File: config.mk
export PLATFORM = sky130hd
export DESIGN_NAME = ps2_key_rx_flat
export DESIGN_NICKNAME = d
export VERILOG_FILES = /design/src/rtl/ps2_key_rx_if.sv /design/src/rtl/ps2_key_rx.sv /design/src/flat_wrapper.sv
export SDC_FILE = /design/constraint.sdc
export NUM_CORES = 1
export LEC_CHECK = 0
export BUFFER_PORTS_ARGS = -buffer_cell sky130_fd_sc_hd__clkbuf_2
export CORE_ASPECT_RATIO = 1.1
export CORE_MARGIN = 4
export CORE_UTILIZATION = 56
export DETAILED_ROUTE_END_ITERATION = 10
export GPL_ROUTABILITY_DRIVEN = 0
export HOLD_SLACK_MARGIN = 0.15
export PLACE_DENSITY = 0.81
export REMOVE_ABC_BUFFERS = 1
export SYNTH_ARGS = -nofsm -noshare
export SYNTH_HDL_FRONTEND = slang
export SYNTH_SLANG_ARGS = --single-unit
File: constraint.sdc
create_clock -name clk -period 6.35 [get_ports clk]
set_clock_uncertainty 0.2 [all_clocks]
set_input_delay 1.27 -clock clk [delete_from_list [all_inputs] [get_ports clk]]
set_output_delay 1.27 -clock clk [all_outputs]
set_load 0.02 [all_outputs]
File: src/rtl/ps2_key_rx_if.sv
// Scan-code event bundle presented by the PS/2 keyboard receiver to the CPU side.
interface ps2_key_rx_if;
  logic [7:0] data;
  logic       valid;
  logic       brk;
  logic       ext;
  logic       err;
  logic       busy;

  modport master (output data, valid, brk, ext, err, busy);
  modport slave  (input  data, valid, brk, ext, err, busy);
endinterface

File: src/rtl/ps2_key_rx.sv
// Receive-only PS/2 keyboard deserializer: synchronizes and filters both lines,
// checks framing/odd parity, and folds E0/F0 prefixes into ext/brk flags.
module ps2_key_rx #(
  parameter int          FILTER  = 3,
  parameter logic [15:0] TIMEOUT = 16'd10000
) (
  input  logic        clk,
  input  logic        xrst,
  input  logic        key_clk,
  input  logic        key_data,
  ps2_key_rx_if.master kb
);

  localparam int FW = (FILTER > 1) ? $clog2(FILTER) : 1;

  typedef enum logic {IDLE, RECV} state_t;

  // Index 1 carries key_clk, index 0 carries key_data.
  logic [1:0]    sync1, sync2, filt;
  logic [FW-1:0] fcnt [2];
  logic          clk_prev;

  always_ff @(posedge clk) begin
    if (!xrst) begin
      sync1    <= '1;
      sync2    <= '1;
      filt     <= '1;
      fcnt[0]  <= '0;
      fcnt[1]  <= '0;
      clk_prev <= 1'b1;
    end else begin
      sync1    <= {key_clk, key_data};
      sync2    <= sync1;
      clk_prev <= filt[1];
      for (int unsigned i = 0; i < 2; i++) begin
        if (sync2[i] == filt[i]) begin
          fcnt[i] <= '0;
        end else if (fcnt[i] == FW'(FILTER - 1)) begin
          filt[i] <= sync2[i];
          fcnt[i] <= '0;
        end else begin
          fcnt[i] <= fcnt[i] + FW'(1);
        end
      end
    end
  end

  logic sample;
  logic din;
  assign sample = clk_prev & ~filt[1];
  assign din    = filt[0];

  state_t      state;
  logic [3:0]  cnt;
  logic [8:0]  shreg;
  logic [15:0] wd;
  logic        pend_brk, pend_ext;
  logic        ok;

  // shreg holds parity in bit 8 and the data byte below it when the stop bit arrives.
  assign ok = (^shreg) & din;

  always_ff @(posedge clk) begin
    if (!xrst) begin
      state    <= IDLE;
      cnt      <= '0;
      shreg    <= '0;
      wd       <= '0;
      pend_brk <= 1'b0;
      pend_ext <= 1'b0;
      kb.data  <= '0;
      kb.valid <= 1'b0;
      kb.brk   <= 1'b0;
      kb.ext   <= 1'b0;
      kb.err   <= 1'b0;
      kb.busy  <= 1'b0;
    end else begin
      kb.valid <= 1'b0;
      kb.err   <= 1'b0;
      case (state)
        IDLE: begin
          if (sample && !din) begin
            state   <= RECV;
            kb.busy <= 1'b1;
            cnt     <= 4'd1;
            wd      <= '0;
          end
        end
        RECV: begin
          // Timeout is checked first so it wins over a coincident sample event.
          if (wd == TIMEOUT - 16'd1) begin
            state    <= IDLE;
            kb.busy  <= 1'b0;
            kb.err   <= 1'b1;
            cnt      <= '0;
            pend_brk <= 1'b0;
            pend_ext <= 1'b0;
          end else if (sample) begin
            wd <= '0;
            if (cnt == 4'd10) begin
              state   <= IDLE;
              kb.busy <= 1'b0;
              cnt     <= '0;
              if (!ok) begin
                kb.err   <= 1'b1;
                pend_brk <= 1'b0;
                pend_ext <= 1'b0;
              end else if (shreg[7:0] == 8'hF0) begin
                pend_brk <= 1'b1;
              end else if (shreg[7:0] == 8'hE0) begin
                pend_ext <= 1'b1;
              end else begin
                kb.data  <= shreg[7:0];
                kb.brk   <= pend_brk;
                kb.ext   <= pend_ext;
                kb.valid <= 1'b1;
                pend_brk <= 1'b0;
                pend_ext <= 1'b0;
              end
            end else begin
              shreg <= {din, shreg[8:1]};
              cnt   <= cnt + 4'd1;
            end
          end else begin
            wd <= wd + 16'd1;
          end
        end
        default: state <= IDLE;
      endcase
    end
  end

endmodule

File: src/flat_wrapper.sv
// flat-port wrapper written by rule: the top's interface ports become plain ports
module ps2_key_rx_flat 
#(
  parameter int          FILTER  = 3,
  parameter logic [15:0] TIMEOUT = 16'd10000
)
  (clk, xrst, key_clk, key_data, kb_data, kb_valid, kb_brk, kb_ext, kb_err, kb_busy);
  ps2_key_rx_if kb_i ();
  input  logic clk;
  input  logic xrst;
  input  logic key_clk;
  input  logic key_data;
  output wire logic [$bits(kb_i.data)-1:0] kb_data;
  output wire logic [$bits(kb_i.valid)-1:0] kb_valid;
  output wire logic [$bits(kb_i.brk)-1:0] kb_brk;
  output wire logic [$bits(kb_i.ext)-1:0] kb_ext;
  output wire logic [$bits(kb_i.err)-1:0] kb_err;
  output wire logic [$bits(kb_i.busy)-1:0] kb_busy;
  assign kb_data = kb_i.data;
  assign kb_valid = kb_i.valid;
  assign kb_brk = kb_i.brk;
  assign kb_ext = kb_i.ext;
  assign kb_err = kb_i.err;
  assign kb_busy = kb_i.busy;
  ps2_key_rx #(.FILTER(FILTER), .TIMEOUT(TIMEOUT)) u_core (.clk(clk), .xrst(xrst), .key_clk(key_clk), .key_data(key_data), .kb(kb_i));
endmodule
==> run_results.csv <==
group,metric,value,unit
timing,fin_crit,2.74,ns
global_route,grt_antenna_before_repair,0,
placed_design,numPortBuffers,16,
run_status,outcome,"completed",
global_route,grt_max_degree,32,
die,start_util,59.5,%
placed_design,place_ws,3.44,ns
critical_path,critPathLaunchType,"register",
detailed_routing,detail_route.wl_per_cell,14.9,um
die,dieArea,0.00588,mm2
critical_path,cp.required,6.36,ns
clock_network,cts-buffers-inserted,5,
critical_path,worstPathArrival,2.75,ns
die,core_region_area,0.00444,mm2
global_route,grt.busiest_layer,"met2",
power,p_leak,0.989,nW
detailed_routing,drt_iter0_markers,151,
placed_design,post_dp_cell_area,0.00274,mm2
timing,setup_tns,0,ns
critical_path,crit_path_end_kind,"register",
finish,num-nets-final,317,
detailed_routing,wl,5.32,mm
clock_network,hold_buffers,0,
critical_path,cpMaxStageDelayCell,"nor2b_1",
critical_path,cp_max_fo,12,
global_route,grt_pass1_vias,2008,
critical_path,crit_family,"simple AND/OR/NAND/NOR gates",
yosys,synth-main-ff-cell,"dfxtp_1",
clock_network,clock-root-buffer,"clkbuf_8",
finish,final_area,0.00284,mm2
clock_network,clock_latency,0.31,ns
power,pwr-share-clk,35.2,%
finish,layout-drive-gt1-share,12.8,%
finish,fillers,374,
critical_path,crit_type,"register to register",
min_path,hp-class,"register to register",
critical_path,crit_chain,"nor2b_1 -> nand2_1 -> o21ai_1 -> o21ai_0 -> a32o_1",
finish,syn_to_final_growth,7.39,%
die,io-pin-count,17,
detailed_routing,drc,0,
global_route,grtUsageMet2,32.0,%
power,p_int,0.000452,W
yosys,seq_area_frac_synth,43.9,%
clock_network,clk_path_buf_depth,2,
yosys,synth_edf_count,4,
power,vdd_drop_max,0.0991,mV
timing,clock.fmax,0.365,GHz
timing,finalCritPeriodShare,43.1,%
placed_design,dpl.hpwl,3.74,mm
finish,antennaDiodeCount,0,
yosys,synth_area,0.00264,mm2
yosys,async_flop_share,0,%
clock_network,clkSlewWorstSetupHoldPaths,0.10,ns
power,p_comb_share,2.8,%
die,rows,25,
timing,setup_slack,3.61,ns
yosys,syn_inst,290,
global_route,use_met1,26.8,%
critical_path,slowest_delay,0.73,ns
clock_network,htree_levels,2,
clock_network,cts_tree,"yes",
power,seqPwrFrac,62.0,%
detailed_routing,ant_nets,0,
global_route,grt_pass1_wl,9.34,mm
yosys,ys_types,51,
timing,worstMarginPinSlew,0.933,ns
die,die_h,80.0,um
detailed_routing,dr.pass1.iters,4,
power,p_per_area,204,mW/mm2
timing,rsz0062_at_grt,"no",
finish,post-route-util,63.9,%
yosys,synth_seq_cells,56,
yosys,syn_area_per_cell,9.11,um2
clock_network,ctsResizeCount,0,
detailed_routing,drt-vias-per-instance,5.90,
critical_path,worst-path-buf-inv,0,
timing,timing.slew.headroom,37.7,%
detailed_routing,vias,2111,
power,power_switching,0.000128,W
timing,hold_violations,0,
clock_network,cts_setup_buffers,0,
run,cap_violations,0,
timing,setup_viol,0,
global_route,track_usage,20.0,%
timing,drv_slew,0,
clock_network,cts.sinks,56,
die,die-width,73.5,um
global_route,grt_overflow,0,
power,power_switching_share,22.1,%
yosys,yosys_warnings,0,
global_route,globalRouteMet3Util,4.16,%
[state kept, by name, indices dropped and copies added, names as in the netlist, 2 cells and up]
name / cells
u_core.sync2: 2
u_core.shreg: 9
u_core.wd: 16
u_core.cnt: 4
u_core.fcnt: 4
u_core.filt: 2
u_core.kb.data: 8
u_core.sync1: 2
[logic make-up after synthesis]
group                    after synthesis  synth area share [%]
XOR/XNOR                               5                  2.18
adder cells (fa/ha/maj)               10                  4.73
multiplexers                          11                  4.21
buffers and inverters                 29                  4.83
flip-flops                            56                  43.9
AO/OA/AOI/OAI                         63                  16.5
other                                  1                 0.142
AND/OR/NAND/NOR                      115                  23.5
[power by group through the flow]
stage | logic [W] | clock network (W) | registers [W]
2_1_floorplan | 0.00000892 | 0 | 0.000368
3_3_place_gp | 0.0000153 | 0 | 0.000368
3_5_place_dp | 0.0000159 | 0 | 0.000368
4_1_cts | 0.0000160 | 0.000209 | 0.000360
5_1_grt | 0.0000181 | 0.000221 | 0.000361
6_report | 0.0000160 | 0.000204 | 0.000360
[final timing paths]
kind | startpoint | end | slack [ns] | cells past startpoint
setup / recovery | u_core.filt[1] | u_core.wd[11] | 3.61 | 5
hold / removal | u_core.sync1[0] | u_core.sync2[0] | 0.21 | 1
setup reg to reg | u_core.filt[1] | u_core.wd[11] | 3.61 | 5
hold reg to reg | u_core.sync1[0] | u_core.sync2[0] | 0.21 | 1
[routing by layer]
metal	vias up	wire length, um
li1	1069	-
met1	972	2420
met2	61	2550
met3	9	292
met4	0	66
met5	-	0
[cell type report]
cell class              count  area (um2)  area share, %
multi-input cells         208        1370           48.1
well taps                  54        67.6           2.38
inverters                  14        52.6           1.85
clock buffers               6        82.6           2.91
flip-flops and latches     56        1160           40.9
clock inverters             2        13.8          0.485
repair buffers             18        95.1           3.35
[synth_stat cells, drive strengths merged, types with 4 or more instances]
| cell type | instances | area [um2] |
|---|---|---|
| clkbuf | 6 | 22.5 |
| nor2 | 28 | 108 |
| xnor2 | 4 | 35.0 |
| nand2b | 7 | 43.8 |
| ha | 10 | 125 |
| a211oi | 5 | 37.5 |
| nor3 | 11 | 55.1 |
| o21ai | 20 | 104 |
| or3 | 5 | 31.3 |
| dfxtp | 52 | 1040 |
| nand2 | 16 | 60.1 |
| a21oi | 15 | 78.8 |
| and2 | 4 | 25.0 |
| buf | 9 | 52.5 |
| edfxtp | 4 | 120 |
| o31ai | 5 | 62.6 |
| inv | 14 | 52.6 |
| nand3 | 22 | 110 |
| mux2i | 10 | 100 |
| a311oi | 4 | 35.0 |
[stage by stage]
stage / power [W] / hold slack (ns) / std cells
2_1_floorplan: 0.000377 / 0.186 / 278
3_3_place_gp: 0.000383 / 0.192 / 350
3_5_place_dp: 0.000384 / 0.191 / 350
4_1_cts: 0.000585 / 0.215 / 358
5_1_grt: 0.000600 / 0.237 / 358
6_report: 0.000580 / 0.214 / 358
[layout by cell type (no fill, tap or decap), types with 2 or more instances in the layout]
cell type and n:
dfxtp_1 52, nor3b_1 2, conb_1 4, nor3_1 11, buf_4 2, inv_1 14, nand3_1 22, nand2b_1 7
or3_1 5, a311oi_1 4, and2_1 4, a31oi_1 2, o31ai_2 5, nand2_1 16, mux2i_1 10, nand4_1 3
clkbuf_2 16, a32oi_1 2, o21ai_0 13, ha_1 10, and4_1 3, nand4b_1 3, a21oi_1 14, xnor2_1 4
o21ai_1 6, a32o_1 3, and3_1 3, nor2_1 27, edfxtp_1 4, clkbuf_8 6, o211ai_1 3, a211oi_1 5
No activity file was read; power rests on OpenSTA's default activity.
